[src/rtl/ntr_cmd_capture.sv]
// ntr_cmd_capture: synchronise NTR pins, assemble the first CMD_BYTES bytes of a CS1 frame, hand off via valid/ready
module ntr_cmd_capture #(
  parameter int SYNC_STAGES = 2,
  parameter int DATA_W      = 8,
  parameter int CMD_BYTES   = 8
) (
  input  logic                        clk,
  input  logic                        rst,
  input  logic                        ntr_clk,
  input  logic                        ntr_cs1,
  input  logic [DATA_W-1:0]           ntr_data_in,
  output logic [DATA_W*CMD_BYTES-1:0] cmd_data,
  output logic                        cmd_valid,
  input  logic                        cmd_ready,
  output logic [3:0]                  byte_count,
  output logic                        overrun,
  output logic                        frame_error
);
  localparam int CMD_W = DATA_W * CMD_BYTES;
  typedef enum logic [1:0] {IDLE, RECV, DRAIN} state_t;
  state_t                 state;
  logic [SYNC_STAGES-1:0] clk_sync, cs_sync;
  logic [DATA_W-1:0]      data_sync [SYNC_STAGES];
  logic [CMD_W-1:0]       shift;
  logic                   clk_q, done, clk_rise, cs_act, last;
  assign clk_rise = clk_sync[SYNC_STAGES-1] & ~clk_q;
  assign cs_act   = ~cs_sync[SYNC_STAGES-1];
  assign last     = byte_count == 4'(CMD_BYTES - 1);
  always_ff @(posedge clk) begin
    if (rst) begin
      clk_sync    <= '0;
      cs_sync     <= '1;
      data_sync   <= '{default: '0};
      clk_q       <= 1'b0;
      state       <= IDLE;
      shift       <= '0;
      done        <= 1'b0;
      cmd_data    <= '0;
      cmd_valid   <= 1'b0;
      byte_count  <= '0;
      overrun     <= 1'b0;
      frame_error <= 1'b0;
    end else begin
      clk_sync     <= {clk_sync[SYNC_STAGES-2:0], ntr_clk};
      cs_sync      <= {cs_sync[SYNC_STAGES-2:0], ntr_cs1};
      data_sync[0] <= ntr_data_in;
      for (int i = 1; i < SYNC_STAGES; i++) data_sync[i] <= data_sync[i-1];
      clk_q       <= clk_sync[SYNC_STAGES-1];
      overrun     <= 1'b0;
      frame_error <= 1'b0;
      done        <= 1'b0;
      if (done) begin
        if (!cmd_valid || cmd_ready) begin
          cmd_data  <= shift;
          cmd_valid <= 1'b1;
        end else overrun <= 1'b1;
      end else if (cmd_ready) cmd_valid <= 1'b0;
      if (!cs_act) begin
        frame_error <= state == RECV && byte_count != 0;
        state       <= IDLE;
        byte_count  <= '0;
      end else if (clk_rise && state != DRAIN) begin
        shift      <= {shift[CMD_W-DATA_W-1:0], data_sync[SYNC_STAGES-1]};
        byte_count <= byte_count + 4'd1;
        done       <= last;
        state      <= last ? DRAIN : RECV;
      end else if (state == IDLE) state <= RECV;
    end
  end
endmodule

[config.mk]
export PLATFORM = sky130hd
export DESIGN_NAME = ntr_cmd_capture
export DESIGN_NICKNAME = d
export VERILOG_FILES = /design/src/rtl/ntr_cmd_capture.sv
export SDC_FILE = /design/constraint.sdc
export NUM_CORES = 1
export LEC_CHECK = 0
export CAP_MARGIN = 40
export CORE_ASPECT_RATIO = 1.4
export CORE_MARGIN = 1
export CORE_UTILIZATION = 49
export DETAILED_ROUTE_END_ITERATION = 6
export GPL_ROUTABILITY_DRIVEN = 0
export GPL_TIMING_DRIVEN = 0
export PLACE_DENSITY = 0.76
export SKIP_LAST_GASP = 1
export SLEW_MARGIN = 20
export SYNTH_ARGS = -nofsm -noshare
export SYNTH_HDL_FRONTEND = slang
export SYNTH_SLANG_ARGS = --single-unit
[constraint.sdc]
create_clock -name clk -period 1.3 [get_ports clk]
set_input_delay 0.195 -clock clk [delete_from_list [all_inputs] [get_ports clk]]
set_output_delay 0.195 -clock clk [all_outputs]
set_load 0.03 [all_outputs]
Word-level counts from Yosys, hierarchy flattened
Index checks and enable logic that the tools add are counted.
- add/subtract/negate cells: 1
- eq/ne operators: 4
- multiplexer cells: 7
- bitwise gates (word level): 5
- reduce and logical (&&, ||, !) cells: 15
- operators by type and width (operator ; count):
    2-bit two-way mux ; 3
    2-bit AND reduction ; 3
    2-bit OR reduction ; 3
    4-bit by 1-bit adder with 4-bit output (second input constant) ; 1
    4-bit by 3-bit == test with 1-bit output (second input constant) ; 1
    1-bit two-way mux ; 4
    1-bit inverter ; 4
    2-bit nonzero test ; 2
    4-bit nonzero test ; 1
    3-bit OR reduction ; 1
    2-bit by 1-bit == test with 1-bit output (second input constant) ; 1
    1-bit logical AND ; 2
    2-bit logical NOT ; 1
    2-bit by 1-bit != test with 1-bit output (second input constant) ; 1
    2-bit != test (second input constant) ; 1
    1-bit AND ; 1
    1-bit logical NOT ; 1
    1-bit logical OR ; 1
- register bits after elaboration: 159
- output and inout bits: 71

Logic depth before layout (Yosys ltp)
Gate-level depths: netlist of run 1.
- word-level depth: 5
- gate-level depth with buffers: 6
- gate-level depth less buffers: 4

Worst setup path before layout of run 1
OpenSTA, ideal clock, no wires.
- kind: reg2reg
- start point: register byte_count[1]
- end point: register byte_count[2]
- library setup time: 0.070 ns
- arrival time: 1.414 ns
- slack: -0.184 ns
- cell stages (with the launch flop): 5
- path buffers: 0
- period minus slack after synthesis: 1.484 ns
- path through: dfxtp_1 ha_1 inv_1 or4_1 a21oi_1
- word-level cells in the longest chain between the ends: 1
- ends and longest elaborated chain (item ; line ; RTL):
    start: declaration ; 15 ; output logic [3:0] byte_count,
    start signal: assignment ; 64 ; byte_count <= byte_count + 4'd1;
    4-bit by 1-bit adder with 4-bit output ; 64 ;
No other way between the ends.
A chain may end at the register's enable or synchronous reset.

Final worst setup path of run 1
- start point: register state[1]
- end point: register shift[19]
- word-level cells in the longest chain between the ends: 3
- ends and longest elaborated chain (item ; line ; RTL):
    start: declaration ; 21 ; state_t state;
    start signal: assignment ; 66 ; state <= last ? DRAIN : RECV;
    2-bit != test ; 62 ; end else if (clk_rise && state != DRAIN) begin
    1-bit logical AND ; 62 ;
    2-bit AND reduction (no source line) ; - ;
    end signal: assignment ; 63 ; shift <= {shift[CMD_W-DATA_W-1:0], data_sync[SYNC_STAGES-1]};
    end: declaration ; 24 ; logic [CMD_W-1:0] shift;
No other way between the ends.

==> results.tsv, run 1 <==
metric	value	unit
vias per cell	5.35	
antenna-violating nets left	0	
critical path arrival	1660	ps
CP required	1630	ps
final-report hold violation count	0	
Post-synth top cells	dfxtp_1, nand2b_1, a21oi_1	
cell count after synthesis	601	
top post-synthesis cells by area	dfxtp_1, mux2i_1, nand2b_1	
setup ws final	-32.1	ps
hold crit path type	in -> reg	
pin count of the biggest net entering global routing	17	
Post-synth EDFFs	0	
first-pass detailed-route iteration total	5	
Area Overhead vs Synth	33.7	%
leakage	2.68	nW
DRC errors left	0	
global-route wire length before repair	22.4	mm
Sw Share	19.8	%
Chip Height	132	um
most frequent cell after synthesis	dfxtp_1	
P_sw	1.98	mW
Non-Filler Instances	874	
wire length per cell	16.1	um
Max Cap Viol	0	
# diodes	0	
layout cells sized above 1	23.8	%
leading area contributor after synthesis	dfxtp_1	
initial antenna violation count	0	
clk_skew	6.63	ps
CP startpoint kind	register	
Root Driver	clkbuf_16	
total number of vias	4673	
max-slew violations	0	
Logic pwr share	2.4	%
Iter 0 DRT Violations	172	
post-layout total power	10.0	mW
Clock Sinks	159	
Port Buf Inserts	82	
Slew @ Worst Pin	528	ps
Max FO, Critical Path	6	
CTS tree	done	
power per standard cell area	1260	nW/um^2
violated checks	negative setup slack	
Main synth FF type	dfxtp_1	
Mean Syn Cell Area	9.88	um^2
sequential area share after synthesis	53.6	%
Setup Crit Path Kind	reg -> reg	
Post-Syn Nets	616	
ys async rst share	0	%
Die X	95.1	um
Overall Global Routing Usage	23.2	%
DRT Wirelength	14.1	mm
number of global-route vias before repair	4673	
Rel. slew slack	64.8	%
die area	12600	um^2
status	finished with violations	
element type at the critical path end	register	
Worst-Skew Late Latency	420	ps
initial core utilization	50.3	%
Layout Utilization	67.2	%
setup TNS	-241	ps
Yosys Warn Count	0	
CTS H-tree lvls	4	
dpl hpwl	9.54	mm
Cells after DPL	830	
GRT overflow	0	
I/O pin count	84	
Filler Cells Inserted	891	
setup violators final	16	
register area	3200	um^2
Nets	731	
area of the multi-input gates	2440	um^2
Reg power frac	49.1	%
Clock Power Share	48.5	%
Max clock buf depth	2	
count of different cell masters after synthesis	25	
Clock transition at path regs	60	ps
RSZ-0062 raised after global routing	yes	
fin crit period	1330	ps
CTS Buf Count	17	
Yosys reg bits	159	
row cnt	47	
Peak VDD IR	0.00111	V
FMAX	751	MHz
mapped cell area	5940	um^2
final clock period utilization by the worst path	102	%
internal power	8.03	mW
Core ar.	11800	um^2
post-synth top area share	53.6	%
==> state kept, by name, summed over array words and instances, names as in the netlist <==
| signal | flops |
|---|---|
| frame_error | 1 |
| byte_count | 4 |
| cmd_data | 64 |
| cmd_valid | 1 |
| cs_sync | 2 |
| done | 1 |
| data_sync | 16 |
| overrun | 1 |
| clk_sync | 2 |
| shift | 64 |
| state | 2 |
| clk_q | 1 |
==> power by group through the flow <==
stage               sequential [mW]  clock (mW)  combinational (mW)
finish                         4.91        4.86               0.239
global route                   4.91        5.10               0.257
CTS                            4.91        4.87               0.229
detailed placement             5.02           0               0.215
global placement               5.02           0               0.210
floorplan                      5.01           0               0.144
==> per-stage QoR <==
stage	worst slack [ps]	instance area [um^2]	hold slack, ps
after floorplan	3.81	5950	299
after global placement	-558	6950	393
after detailed placement	-583	6950	399
after CTS	-90.2	7790	313
after global routing	-96.8	7940	329
final	-32.1	7940	324
==> layout by cell type (no fill, tap or decap), drive strengths merged <==
cell type,n
or4,2
mux2i,64
bufinv,2
clkdlybuf4s15,65
buf,43
ha,2
nor3b,2
clkinv,3
nand2b,74
nand2,1
a21oi,70
o21ai,67
nor3,3
nand3,67
clkdlybuf4s50,11
dfxtp,159
nor2b,22
or2,3
o31ai,2
inv,5
or2b,1
nand4b,1
clkbuf,56
nor4,1
clkinvlp,1
==> worst paths after layout <==
| kind | from | end | slack (ps) | cells past startpoint |
|---|---|---|---|---|
| max | state[1] | shift[19] | -30 | 6 |
| min | ntr_data_in[7] | data_sync[15] | 320 | 2 |
| min reg2reg | cs_sync[0] | cs_sync[1] | 410 | 1 |
| max reg2reg | state[1] | shift[19] | -30 | 6 |
==> per-layer routing <==
| metal | global-route usage (%) | share of wire, % | wire, um | vias up |
|---|---|---|---|---|
| li1 | - | - | - | 2297 |
| met1 | 26.3 | 41 | 5720 | 2201 |
| met2 | 40.1 | 52 | 7320 | 140 |
| met3 | 5.02 | 4.3 | 613 | 35 |
| met4 | 11.7 | 3.1 | 444 | 0 |
| met5 | 0 | 0 | 0 | - |
==> worst max-delay path, cell delays in order, from the launching register on <==
cell and delay, ps:
dfxtp_2 320, nor2b_4 130, nor3_4 150, buf_6 150, buf_12 140, buf_12 120, mux2i_1 220
==> kinds of logic after synthesis <==
group | count (synthesis) | synth area share (%)
mux | 64 | 10.8
fa+ha+maj | 2 | 0.421
compound gates | 139 | 11.8
buf+inv | 60 | 5.96
flops | 159 | 53.6
simple gates | 177 | 17.5
==> area by class of cell <==
cell class	count	area share [%]
well taps	147	2.32
plain buffers	53	4.84
inverters	5	0.236
clock buffers	24	6.19
repair buffers	98	14.4
flip-flops and latches	159	40.3
multi-input cells	382	30.7
clock inverters	6	1.04
==> what timing repair did <==
action	4_1_cts	5_1_grt
gates resized for setup	251	47
pin swaps	5	4
cloned	3	5
setup buffers	7	2
setup endpoints to repair	199	122
hold buffers	0	0
Note: power is estimated with default switching activity, not from simulation.
==> run 2, diff against run 1 <==
Settings changed: CORE_UTILIZATION 49 to 55, CTS_CLUSTER_DIAMETER from default to 40, DONT_BUFFER_PORTS from default to 1, PLACE_DENSITY 0.76 to 0.73.
==> run 2 against run 1 <==
Against the previous run:
- the flow still finishes with violations (negative setup slack)
- first-iteration DRC count grew 26%
- largest power group is now the clock network
- cell count shrank 9.5%
- clock skew grew 7.1 ps
- routed wire length shrank 6.0%
- critical path depth is the same
- die area shrank 11%
- total power grew 6.2%
- sequential power is essentially flat
- critical path type unchanged
- non-clock buffer count shrank 76
- highest routed layer unchanged
- global-route usage grew 1.1 points
- clock power grew 13%
==> results.tsv, run 2 (synthesis gave the netlist of run 1 again) <==
metric	value	unit	change
Crit Reg-Reg Startpoint	clk_q		was state[1]
fin crit period	1320	ps	was 1330 ps
final clock period utilization by the worst path	102	%	about the same
Slew @ Worst Pin	507	ps	was 528 ps
DRT Wirelength	13.2	mm	was 14.1 mm
status	finished with violations		unchanged
Hold Startpoint	cmd_ready		was ntr_data_in[7]
Reg power frac	46.2	%	was 49.1%
Worst-Skew Late Latency	420	ps	about the same
CTS tree	done		unchanged
Clock transition at path regs	60	ps	about the same
power per standard cell area	1480	nW/um^2	was 1260 nW/um^2
final-report hold violation count	0		unchanged
P_sw	2.00	mW	was 1.98 mW
Max Cap Viol	0		unchanged
Logic pwr share	2.1	%	was 2.4%
Worst Setup SP	clk_q		was state[1]
area of the multi-input gates	2470	um^2	was 2440 um^2
hold crit path type	in -> reg		unchanged
# diodes	0		unchanged
Overall Global Routing Usage	24.3	%	was 23.2%
pin count of the biggest net entering global routing	17		unchanged
DRC errors left	0		unchanged
FMAX	756	MHz	was 751 MHz
Die X	89.8	um	was 95.1 um
CTS H-tree lvls	4		unchanged
violated checks	negative setup slack		unchanged
Sw Share	18.8	%	was 19.8%
Port Buf Inserts	0		was 82
die area	11200	um^2	was 12,600 um^2
setup violators final	8		was 16
Rel. slew slack	66.2	%	was 64.8%
CTS Buf Count	17		unchanged
initial core utilization	56.8	%	was 50.3%
antenna-violating nets left	0		unchanged
Root Driver	clkbuf_16		unchanged
I/O pin count	84		unchanged
first-pass detailed-route iteration total	5		unchanged
vias per cell	5.53		was 5.35
Clock Sinks	159		unchanged
wire length per cell	16.7	um	was 16.1 um
Setup Crit Path Kind	reg -> reg		unchanged
internal power	8.63	mW	was 8.03 mW
Max clock buf depth	2		unchanged
total number of vias	4376		was 4,673
RSZ-0062 raised after global routing	yes		unchanged
CP startpoint kind	register		unchanged
row cnt	44		was 47
setup ws final	-22.3	ps	was -32.1 ps
initial antenna violation count	0		unchanged
global-route wire length before repair	21.5	mm	was 22.4 mm
Max FO, Critical Path	8		was 6
leakage	2.40	nW	was 2.68 nW
number of global-route vias before repair	4386		was 4,673
most frequent cells in the layout	dfxtp_1, nand2b_1, a21oi_1, o21ai_0, nand3_1		was dfxtp_1, nand2b_1, a21oi_1, nand3_1, o21ai_0
Iter 0 DRT Violations	216		was 172
Core ar.	10500	um^2	was 11,800 um^2
Area Overhead vs Synth	20.7	%	was 33.7%
Layout Utilization	68.6	%	was 67.2%
Nets	655		was 731
register area	3200	um^2	about the same
Clock Power Share	51.8	%	was 48.5%
Chip Height	125	um	was 132 um
Largest regs	cmd_data (64), shift (64), data_sync (16)		unchanged
clk_skew	13.7	ps	was 6.63 ps
Peak VDD IR	0.000951	V	was 0.00111 V
layout cells sized above 1	16.5	%	was 23.8%
critical path arrival	1660	ps	about the same
element type at the critical path end	register		unchanged
dpl hpwl	9.15	mm	was 9.54 mm
CP required	1640	ps	was 1630 ps
max-slew violations	0		unchanged
GRT overflow	0		unchanged
commonest non-fill, non-tap cell in the layout	dfxtp_1		unchanged
post-layout total power	10.6	mW	was 10.0 mW
Filler Cells Inserted	808		was 891
## run 2: cell types whose count changed in the layout (fill, tap and decap cells not counted), sizes merged
cell	delta
clkinvlp	+2
buf	-1
clkbuf	-10
clkdlybuf4s15	-65
bufinv	+3
dlygate4sd3	+10
clkinv	-2
clkdlybuf4s50	-11
## run 2: critical path, stage by stage (launching register included)
cell	delay (ps)
dfxtp_2	320
nand2b_4	150
nor3_4	190
buf_12	190
buf_12	120
buf_12	100
mux2i_1	170
## run 2: what timing repair did
| item | in CTS | in global routing |
|---|---|---|
| pin swaps | 2 | 15 |
| buffers inserted | 6 | 5 |
| gates resized for setup | 43 | 44 |
| setup endpoints to repair | 128 | 124 |
| hold endpoints to repair | 10 | 0 |
| hold buffers | 10 | 0 |
| cloned | 2 | 0 |
## run 2: per-stage QoR
stage / hold WS, ps / cell area, um^2 / setup slack (ps) / instances / TNS [ps]
finish: 241 / 7170 / -22.3 / 791 / -82.9
global route: 241 / 7170 / -110 / 791 / -1760
CTS: 204 / 7090 / -111 / 788 / -2620
detailed placement: 301 / 6120 / -323 / 739 / -28880
global placement: 301 / 6120 / -298 / 739 / -22360
floorplan: 299 / 5950 / 3.81 / 601 / 0
## run 2: metal layers
layer	wire, um	share of wire, %	GRT usage [%]	vias to the layer above
met2	7040	53	44.5	114
met5	0	0	0	-
li1	-	-	-	2155
met3	630	4.8	6.20	21
met1	5270	40	25.8	2086
met4	308	2.3	12.0	0
## run 2: cell type report
cell class,count,share of cell area (%)
multi-input cells,382,34.4
repair buffers,23,3.39
flip-flops and latches,159,44.7
well taps,138,2.41
plain buffers,52,5.58
clock buffers,23,6.82
inverters,5,0.262
clock inverters,9,2.48
## run 2: power groups by stage
stage	logic [mW]	registers, mW	clock network, mW
after floorplan	0.144	5.01	0
after global placement	0.181	5.02	0
after detailed placement	0.185	5.02	0
after CTS	0.215	4.91	5.54
after global routing	0.237	4.91	5.75
final	0.219	4.91	5.50
## run 2: path summary, 6_finish.rpt
check | cells past startpoint | slack (ps) | endpoint
worst max-delay path | 6 | -20 | shift[60]
worst min-delay path | 4 | 240 | cmd_data[27]
worst max register to register | 6 | -20 | shift[60]
worst min register to register | 1 | 410 | cs_sync[1]
